--- config.mk ---
export PLATFORM = sky130hd
export DESIGN_NAME = branch_predictor_btb
export DESIGN_NICKNAME = d
export VERILOG_FILES = /design/src/rtl/branch_predictor_btb.sv
export SDC_FILE = /design/constraint.sdc
export NUM_CORES = 2
export LEC_CHECK = 0
export BUFFER_PORTS_ARGS = -buffer_cell sky130_fd_sc_hd__buf_2
export CORE_UTILIZATION = 60
export DETAILED_ROUTE_END_ITERATION = 16
export PLACE_DENSITY_LB_ADDON = 0.1
export SLEW_MARGIN = 20
export SYNTH_ARGS = -nofsm -noshare
export SYNTH_HDL_FRONTEND = slang
export SYNTH_SLANG_ARGS = --single-unit
export TNS_END_PERCENT = 5
--- constraint.sdc ---
create_clock -name clk -period 6.6 [get_ports clk]
set_input_delay 0.99 -clock clk [delete_from_list [all_inputs] [get_ports clk]]
set_output_delay 0.99 -clock clk [all_outputs]
set_load 0.05 [all_outputs]
--- src/rtl/branch_predictor_btb.sv ---
`default_nettype none
// ============================================================================
// Module   : branch_predictor_btb
// Purpose  : Bimodal direction predictor with a direct-mapped branch target
//            buffer. Gives a zero-latency prediction for the fetch PC from
//            registered table state and trains on branch resolutions. It also
//            keeps saturating counts of resolutions and mispredictions.
// Ports    : clk, rst_n (sync, active-low)
//            i_fetch_pc                    -> o_pred_valid/target/taken
//            i_res_valid/pc/target/prediction/outcome : training bundle
//            i_invalidate                  : clear all BTB valid bits
//            o_resolved_count, o_mispredict_count : statistics
// Revision : 1.0 - initial release
// ============================================================================
module branch_predictor_btb #(
    parameter int ADDR_WIDTH = 32,
    parameter int INDEX_BITS = 6,
    parameter int CNT_WIDTH  = 16
) (
    input  logic                  clk,
    input  logic                  rst_n,
    input  logic [ADDR_WIDTH-1:0] i_fetch_pc,
    output logic                  o_pred_valid,
    output logic [ADDR_WIDTH-1:0] o_pred_target,
    output logic                  o_pred_taken,
    input  logic                  i_res_valid,
    input  logic [ADDR_WIDTH-1:0] i_res_pc,
    input  logic [ADDR_WIDTH-1:0] i_res_target,
    input  logic                  i_res_prediction,
    input  logic                  i_res_outcome,
    input  logic                  i_invalidate,
    output logic [CNT_WIDTH-1:0]  o_resolved_count,
    output logic [CNT_WIDTH-1:0]  o_mispredict_count
);

    localparam int                   c_ENTRIES = 1 << INDEX_BITS;
    localparam int                   c_TAG_W   = ADDR_WIDTH - INDEX_BITS - 2;
    localparam logic [CNT_WIDTH-1:0] c_CNT_MAX = '1;
    localparam logic [CNT_WIDTH-1:0] c_CNT_ONE = CNT_WIDTH'(1);

    // Table state
    logic [c_ENTRIES-1:0]  r_valid_q;
    logic [c_ENTRIES-1:0]  w_valid_d;
    logic [c_TAG_W-1:0]    r_tag_q    [c_ENTRIES];
    logic [c_TAG_W-1:0]    w_tag_d    [c_ENTRIES];
    logic [ADDR_WIDTH-1:0] r_target_q [c_ENTRIES];
    logic [ADDR_WIDTH-1:0] w_target_d [c_ENTRIES];
    logic [1:0]            r_ctr_q    [c_ENTRIES];
    logic [1:0]            w_ctr_d    [c_ENTRIES];

    // Statistics
    logic [CNT_WIDTH-1:0]  r_resolved_q;
    logic [CNT_WIDTH-1:0]  w_resolved_d;
    logic [CNT_WIDTH-1:0]  r_mispredict_q;
    logic [CNT_WIDTH-1:0]  w_mispredict_d;

    logic [INDEX_BITS-1:0] w_fetch_idx;
    logic [c_TAG_W-1:0]    w_fetch_tag;
    logic                  w_fetch_hit;
    logic [INDEX_BITS-1:0] w_res_idx;
    logic [c_TAG_W-1:0]    w_res_tag;
    logic                  w_res_hit;

    // ------------------------------------------------------------------
    // Prediction: reads only registered state, so a same-cycle update to
    // the same index is seen by fetch one cycle later.
    // ------------------------------------------------------------------
    always_comb begin
        w_fetch_idx   = i_fetch_pc[INDEX_BITS+1:2];
        w_fetch_tag   = i_fetch_pc[ADDR_WIDTH-1:INDEX_BITS+2];
        w_fetch_hit   = r_valid_q[w_fetch_idx] && (r_tag_q[w_fetch_idx] == w_fetch_tag);
        o_pred_valid  = w_fetch_hit;
        o_pred_target = w_fetch_hit ? r_target_q[w_fetch_idx] : '0;
        o_pred_taken  = w_fetch_hit && r_ctr_q[w_fetch_idx][1];
    end

    // ------------------------------------------------------------------
    // Training next-state
    // ------------------------------------------------------------------
    always_comb begin
        w_res_idx  = i_res_pc[INDEX_BITS+1:2];
        w_res_tag  = i_res_pc[ADDR_WIDTH-1:INDEX_BITS+2];
        w_res_hit  = r_valid_q[w_res_idx] && (r_tag_q[w_res_idx] == w_res_tag);

        w_valid_d  = r_valid_q;
        w_tag_d    = r_tag_q;
        w_target_d = r_target_q;
        w_ctr_d    = r_ctr_q;

        if (i_invalidate) begin
            // Invalidate wins; a concurrent update is dropped.
            w_valid_d = '0;
        end else if (i_res_valid) begin
            if (w_res_hit) begin
                if (i_res_outcome) begin
                    if (r_ctr_q[w_res_idx] != 2'd3) begin
                        w_ctr_d[w_res_idx] = r_ctr_q[w_res_idx] + 2'd1;
                    end
                    w_target_d[w_res_idx] = i_res_target;
                end else if (r_ctr_q[w_res_idx] != 2'd0) begin
                    w_ctr_d[w_res_idx] = r_ctr_q[w_res_idx] - 2'd1;
                end
            end else if (i_res_outcome) begin
                // Taken miss allocates, evicting any aliasing occupant.
                w_valid_d[w_res_idx]  = 1'b1;
                w_tag_d[w_res_idx]    = w_res_tag;
                w_target_d[w_res_idx] = i_res_target;
                w_ctr_d[w_res_idx]    = 2'd2;
            end
        end
    end

    // Statistics are independent of invalidate.
    always_comb begin
        w_resolved_d   = r_resolved_q;
        w_mispredict_d = r_mispredict_q;
        if (i_res_valid) begin
            if (r_resolved_q != c_CNT_MAX) begin
                w_resolved_d = r_resolved_q + c_CNT_ONE;
            end
            if ((i_res_prediction != i_res_outcome) && (r_mispredict_q != c_CNT_MAX)) begin
                w_mispredict_d = r_mispredict_q + c_CNT_ONE;
            end
        end
    end

    always_ff @(posedge clk) begin
        if (!rst_n) begin
            r_valid_q      <= '0;
            r_resolved_q   <= '0;
            r_mispredict_q <= '0;
            for (int i = 0; i < c_ENTRIES; i++) begin
                r_ctr_q[i] <= 2'd0;
            end
        end else begin
            r_valid_q      <= w_valid_d;
            r_resolved_q   <= w_resolved_d;
            r_mispredict_q <= w_mispredict_d;
            r_ctr_q        <= w_ctr_d;
        end
    end

    // Tag/target payload needs no reset: it is qualified by the valid bit.
    always_ff @(posedge clk) begin
        if (rst_n) begin
            r_tag_q    <= w_tag_d;
            r_target_q <= w_target_d;
        end
    end

    assign o_resolved_count   = r_resolved_q;
    assign o_mispredict_count = r_mispredict_q;

endmodule
`default_nettype wire

Yosys cells after proc, flatten, opt, wreduce, memory -nomap -nowiden
Cells that the tools add are included.
- register bits: 3808
- input bits: 102
- output and inout bits: 66
- logic and storage cells: 274
- $add $sub $neg: 4
- $lt $le $gt $ge: 6
- equality and inequality tests: 7
- multiplexer cells: 37
- bitwise operators: 9
- reduce and logical (&&, ||, !) cells: 16
- operators by type and width (kind ; number):
    $bwmux 2048 ; 1
    $bwmux 1536 ; 1
    $mux 128 ; 5
    $bmux 24 s6 ; 2
    $bwmux 128 ; 2
    $bmux 32 s6 ; 1
    $demux 32 s6 ; 1
    $demux 24 s6 ; 1
    $mux 32 ; 4
    $or 64x64->64 ; 2
    $mux 24 ; 5
    $and 64x64->64 ; 1
    $not 64->64 ; 1
    $eq 24x24->1 ; 2
    $add 16x1->16 const B ; 2
    $ne 16x16->1 const B ; 2
    $bmux 2 s6 ; 2
    $ge 7x7->1 const B ; 2
    $lt 6x7->1 const B ; 2
    $not 6->7 ; 2
    $bmux 1 s6 ; 2
    $demux 2 s6 ; 1
    $mux 2 ; 5
    $reduce_and 5->1 ; 2
    other kinds (16) ; 28

Logic depth before layout (Yosys ltp)
- word-level depth: 9
- gate-level depth with buffers: 22

Worst setup path after synthesis
No wires, ideal clock.
- kind: input -> output
- start point: in i_fetch_pc[4]
- end point: out o_pred_target[13]
- arrival time: 5539 ps
- required time: 5610 ps
- setup slack: 71 ps
- stages on the path: 12
- cells stage by stage: buf_2 -> buf_2 -> buf_1 -> buf_1 -> mux4_2 -> mux4_2 -> xnor2_1 -> nand4_1 -> nor3_1 -> nand2_1 -> buf_2 -> a211oi_1
- cells in the longest elaborated chain, start to end: 7
- elaborated cells between the ends (all ways): 12
- ends and longest elaborated chain (what ; line ; source):
    start: declaration ; 22 ; input logic [ADDR_WIDTH-1:0] i_fetch_pc,
    $not 6->7 (implied by the code) ; 71, 73 ;
    $bmux 24 s6 ; 71 ; w_fetch_hit = r_valid_q[w_fetch_idx] && (r_tag_q[w_fetch_idx] == w_fetch_tag);
    $mux 24 (implied by the code) (2 in series) ; 71 ;
    $eq 24x24->1 ; 71 ;
    $logic_and 1x1->1 ; 71 ;
    $mux 32 * ; 73 ; o_pred_target = w_fetch_hit ? r_target_q[w_fetch_idx] : '0;
    end: declaration ; 24 ; output logic [ADDR_WIDTH-1:0] o_pred_target,
Mark *: on every way between the ends. The rest lies on a longest branch, timed or not. The select of a mux whose other input is x is not followed.

Worst setup path after layout
- start point: in i_fetch_pc[2]
- end point: out o_pred_target[5]
The elaborated chain is that of the path after synthesis.

==> load_flow_metrics.sql <==
INSERT INTO impl_metrics (metric_group, metric, value, unit) VALUES
('final_layout', 'total_area_of_sequential_cells', '112000', 'um2'),
('route', 'wl_per_cell', '41.9', 'um'),
('synthesis', 'syn_inst', '8002', ''),
('route', 'detail_route.vias_per_cell', '7.56', ''),
('cts', 'tritoncts.num_buffers', '382', ''),
('final_layout', 'multi_input_comb_area', '48100', 'um2'),
('synthesis', 'synth-seq-cells', '3808', ''),
('flow_run', 'cap_viol_max_count', '0', ''),
('route', 'number_of_remaining_drc_errors', '0', ''),
('route', 'dr_total_vias', '94187', ''),
('sta', 'rsz0062_at_grt', 'no', ''),
('die', 'dieWidth', '521', 'um'),
('sta', 'final_slew_violations', '0', ''),
('global_route', 'antenna_found_initial', '38', ''),
('worst_setup_path', 'crit_slowest_cell', 'mux4_2', ''),
('synthesis', 'synth.top_cells.by_area', 'edfxtp_1 (66%), mux4_2 (20%), dfxtp_1 (2.8%)', ''),
('final_layout', 'areaGrowthSynthToFinish', '15.3', '%'),
('synthesis', 'synth_cell_types', '85', ''),
('sta', 'max_freq', '152', 'MHz'),
('route', 'detailedRoute.firstPassIterationCount', '8', ''),
('worst_setup_path', 'timing.critical_path.arrival', '5.59', 'ns'),
('cts', 'cts.root.buffer_cell', 'clkbuf_16', ''),
('synthesis', 'yosysWarningCount', '0', ''),
('global_route', 'grt.total_usage', '0.385', ''),
('worst_setup_path', 'cp_slowest_stage_delay', '0.60', 'ns'),
('cts', 'maximum_root_to_sink_buffer_count', '4', ''),
('sta', 'maxSlewHeadroom', '0.199', ''),
('sta', 'count_of_final_setup_violators', '0', ''),
('synthesis', 'number_of_nets_produced_by_synthesis', '8108', ''),
('sta', 'max_slew.worst_pin.slew', '1.20', 'ns'),
('cts', 'h_tree_depth_reported_by_cts', '5', ''),
('synthesis', 'synth_top_area_cell', 'edfxtp_1', ''),
('global_route', 'first_pass_grt_wire_length', '719', 'mm'),
('cts', 'worst_skew_pair_later_pin_latency', '0.97', 'ns'),
('die', 'std_cell_rows', '190', ''),
('synthesis', 'synth_area_per_cell', '20.2', 'um2'),
('die', 'start_util', '0.604', ''),
('pwr', 'power_per_cell_area', '274', 'nW/um2'),
('synthesis', 'synth-edff-count', '3584', ''),
('final_layout', 'final_cell_area', '187000', 'um2'),
('worst_setup_path', 'endpoint_kind', 'output port', ''),
('cts', 'cts_tree', 'yes', ''),
('synthesis', 'synth-async-reset-ratio', '0', ''),
('worst_setup_path', 'required', '5.61', 'ns'),
('worst_setup_path', 'crit_fanout', '41', ''),
('die', 'design.die.area', '272000', 'um2'),
('route', 'postRouteWirelength', '522', 'mm'),
('final_layout', 'mostFrequentLayoutCells', 'edfxtp_1 (3584), mux4_2 (1419), mux2i_1 (392)', ''),
('worst_setup_path', 'cp_cell_sequence', 'buf_16, buf_12, buf_12, mux4_2, mux4_2, mux4_2, xnor2_1, nand4_1, nor3_4, buf_12, buf_4, and3_1, buf_2', ''),
('sta', 'hold_violations', '0', ''),
('die', 'core_area', '268000', 'um2'),
('outcome', 'run_status', 'complete, no violations', ''),
('placed_design', 'dpl.hpwl', '316', 'mm'),
('cts', 'clkTransAtPathRegs', '0.06', 'ns'),
('final_layout', 'mostFrequentLayoutCell', 'edfxtp_1', ''),
('sta', 'timing.clock.skew', '0.0639', 'ns'),
('placed_design', 'postPlaceCellArea', '174000', 'um2'),
('global_route', 'number_of_global_route_vias_before_repair', '91550', ''),
('placed_design', 'io_buffers', '163', ''),
('synthesis', 'synth_area', '162000', 'um2'),
('pwr', 'static-leakage-power', '0.0587', 'uW'),
('synthesis', 'synth_flop_type', 'edfxtp_1', ''),
('final_layout', 'layout-drive-gt1-share', '0.343', ''),
('route', 'drtAntennaViolNets', '0', ''),
('die', 'die_height', '521', 'um'),
('final_layout', 'util_after_layout', '0.696', ''),
('sta', 'layout_min_cycle_time', '6.58', 'ns'),
('hold_path', 'hold_path.class', 'primary input to flip-flop', ''),
('sta', 'final.period_utilization', '0.997', ''),
('cts', 'clock_sink_count', '3808', ''),
('die', 'i_o_pin_total', '168', ''),
('synthesis', 'yosysTopAreaCellShare', '0.665', ''),
('final_layout', 'nets', '8687', ''),
('global_route', 'grt_start_max_net_pins', '138', ''),
('synthesis', 'seq_area_frac_synth', '0.693', ''),
('placed_design', 'gp_congestion', '0.979', ''),
('worst_setup_path', 'worstSetupPathType', 'primary input to output port', ''),
('route', 'drt_first_iter_violations', '17118', ''),
('final_layout', 'layout.filler_cells', '16324', ''),
('pwr', 'power.ir.vdd_worst', '0.275', 'mV'),
('worst_setup_path', 'timing.critical_path.from_type', 'primary input', ''),
('global_route', 'grt_overflow_total', '0', '');
## cell type report
cell class,instances,share of cell area
Multi-Input combinational cell,3562,0.258
Tap cell,3552,0.0238
Antenna cell,22,0.000295
Sequential cell,3808,0.601
Clock buffer,469,0.0540
Inverter,13,0.000268
Timing Repair Buffer,814,0.0517
Clock inverter,220,0.0108
## through the flow
stage	cells	setup WS, ns	total power [uW]	hold WS [ns]	setup TNS, ns
final	12460	0.0175	51200	0.342	0
after global routing	12444	0.0172	52200	0.342	0
after CTS	12425	0.00275	51100	0.298	0
after floorplan	8002	0.0705	28800	0.434	0
after global placement	11719	-0.404	30100	0.442	-6.21
after detailed placement	11721	-0.404	30100	0.448	-7.39
## cells in the mapped netlist, types with 6 or more instances
cell,n
nor2_1,250
or3_1,11
xor2_1,18
o221ai_1,8
and3b_1,10
edfxtp_1,3584
and2_1,29
nor3_1,21
buf_8,8
mux4_2,1419
nand3b_1,20
and3_1,38
a22o_1,26
mux2i_1,392
nand2_1,328
a31oi_1,76
nor2b_1,25
or2_2,6
a211oi_1,36
a21boi_0,8
dfxtp_1,224
nand2b_1,15
a221o_1,7
o32ai_2,60
mux2_2,18
o32ai_1,7
nand3_1,118
or3b_2,7
nor4_1,21
buf_4,21
clkbuf_1,320
o21ai_0,32
nand4_1,38
buf_6,16
buf_2,137
a22oi_1,122
xnor2_1,51
inv_1,10
o22ai_1,98
buf_1,117
a21oi_1,56
a221oi_1,77
o211ai_1,8
## where the power goes
| part | switching (uW) | total [uW] | internal (uW) | leakage (uW) |
|---|---|---|---|---|
| combinational | 2000 | 3330 | 1320 | 0.0188 |
| clock | 9350 | 21400 | 12100 | 0.00590 |
| sequential | 13.4 | 26400 | 26400 | 0.0340 |
| total | 11400 | 51200 | 39800 | 0.0587 |
## path summary, 6_finish.rpt
check	start	endpoint	slack [ns]	cells past startpoint
max	i_fetch_pc[2]	o_pred_target[5]	0.02	13
min	i_res_pc[29]	r_tag_q[1365]	0.34	1
max reg2reg	r_tag_q[643]	r_tag_q[36]	1.85	13
min reg2reg	r_ctr_q[44]	r_ctr_q[44]	0.46	2
## kinds of logic (layout without fill, tap and decap cells)
group	after synthesis	in the layout	synth area share
AOI/OAI and AO/OA	681	681	0.0337
adders and majority gates	4	4	0.000309
and+or+nand+nor	976	976	0.0289
buffers and inverters	632	1516	0.0175
muxes	1832	1832	0.223
other	0	22	0
xor gates and xnor gates	69	69	0.00373
DFF	3808	3808	0.693
## per-layer routing
metal / global-route usage / up-vias / wire (um)
li1: - / 35304 / -
met1: 0.536 / 49034 / 184000
met2: 0.550 / 8349 / 228000
met3: 0.147 / 1470 / 84000
met4: 0.164 / 30 / 26500
met5: 0 / - / 244
## state kept, by name, summed over array words and instances (netlist names)
name                count
o_resolved_count       16
r_ctr_q               128
r_target_q           2048
r_valid_q              64
r_tag_q              1536
o_mispredict_count     16
## worst max-delay path: cells and delay by family
family | cells | cell delay [ns]
XOR/XNOR | 1 | 0.40
AND/OR/NAND/NOR | 3 | 0.99
multiplexers | 3 | 1.66
buffers and inverters | 6 | 1.42
## timing repair
item	CTS	global route
pin swaps	1	7
endpoints found under the hold margin	0	0
buffers inserted	10	1
cloned	5	2
endpoints found under the setup margin	33	33
resized for setup	17	21
hold buffers	0	0
Power figures use the tool's default switching activity.
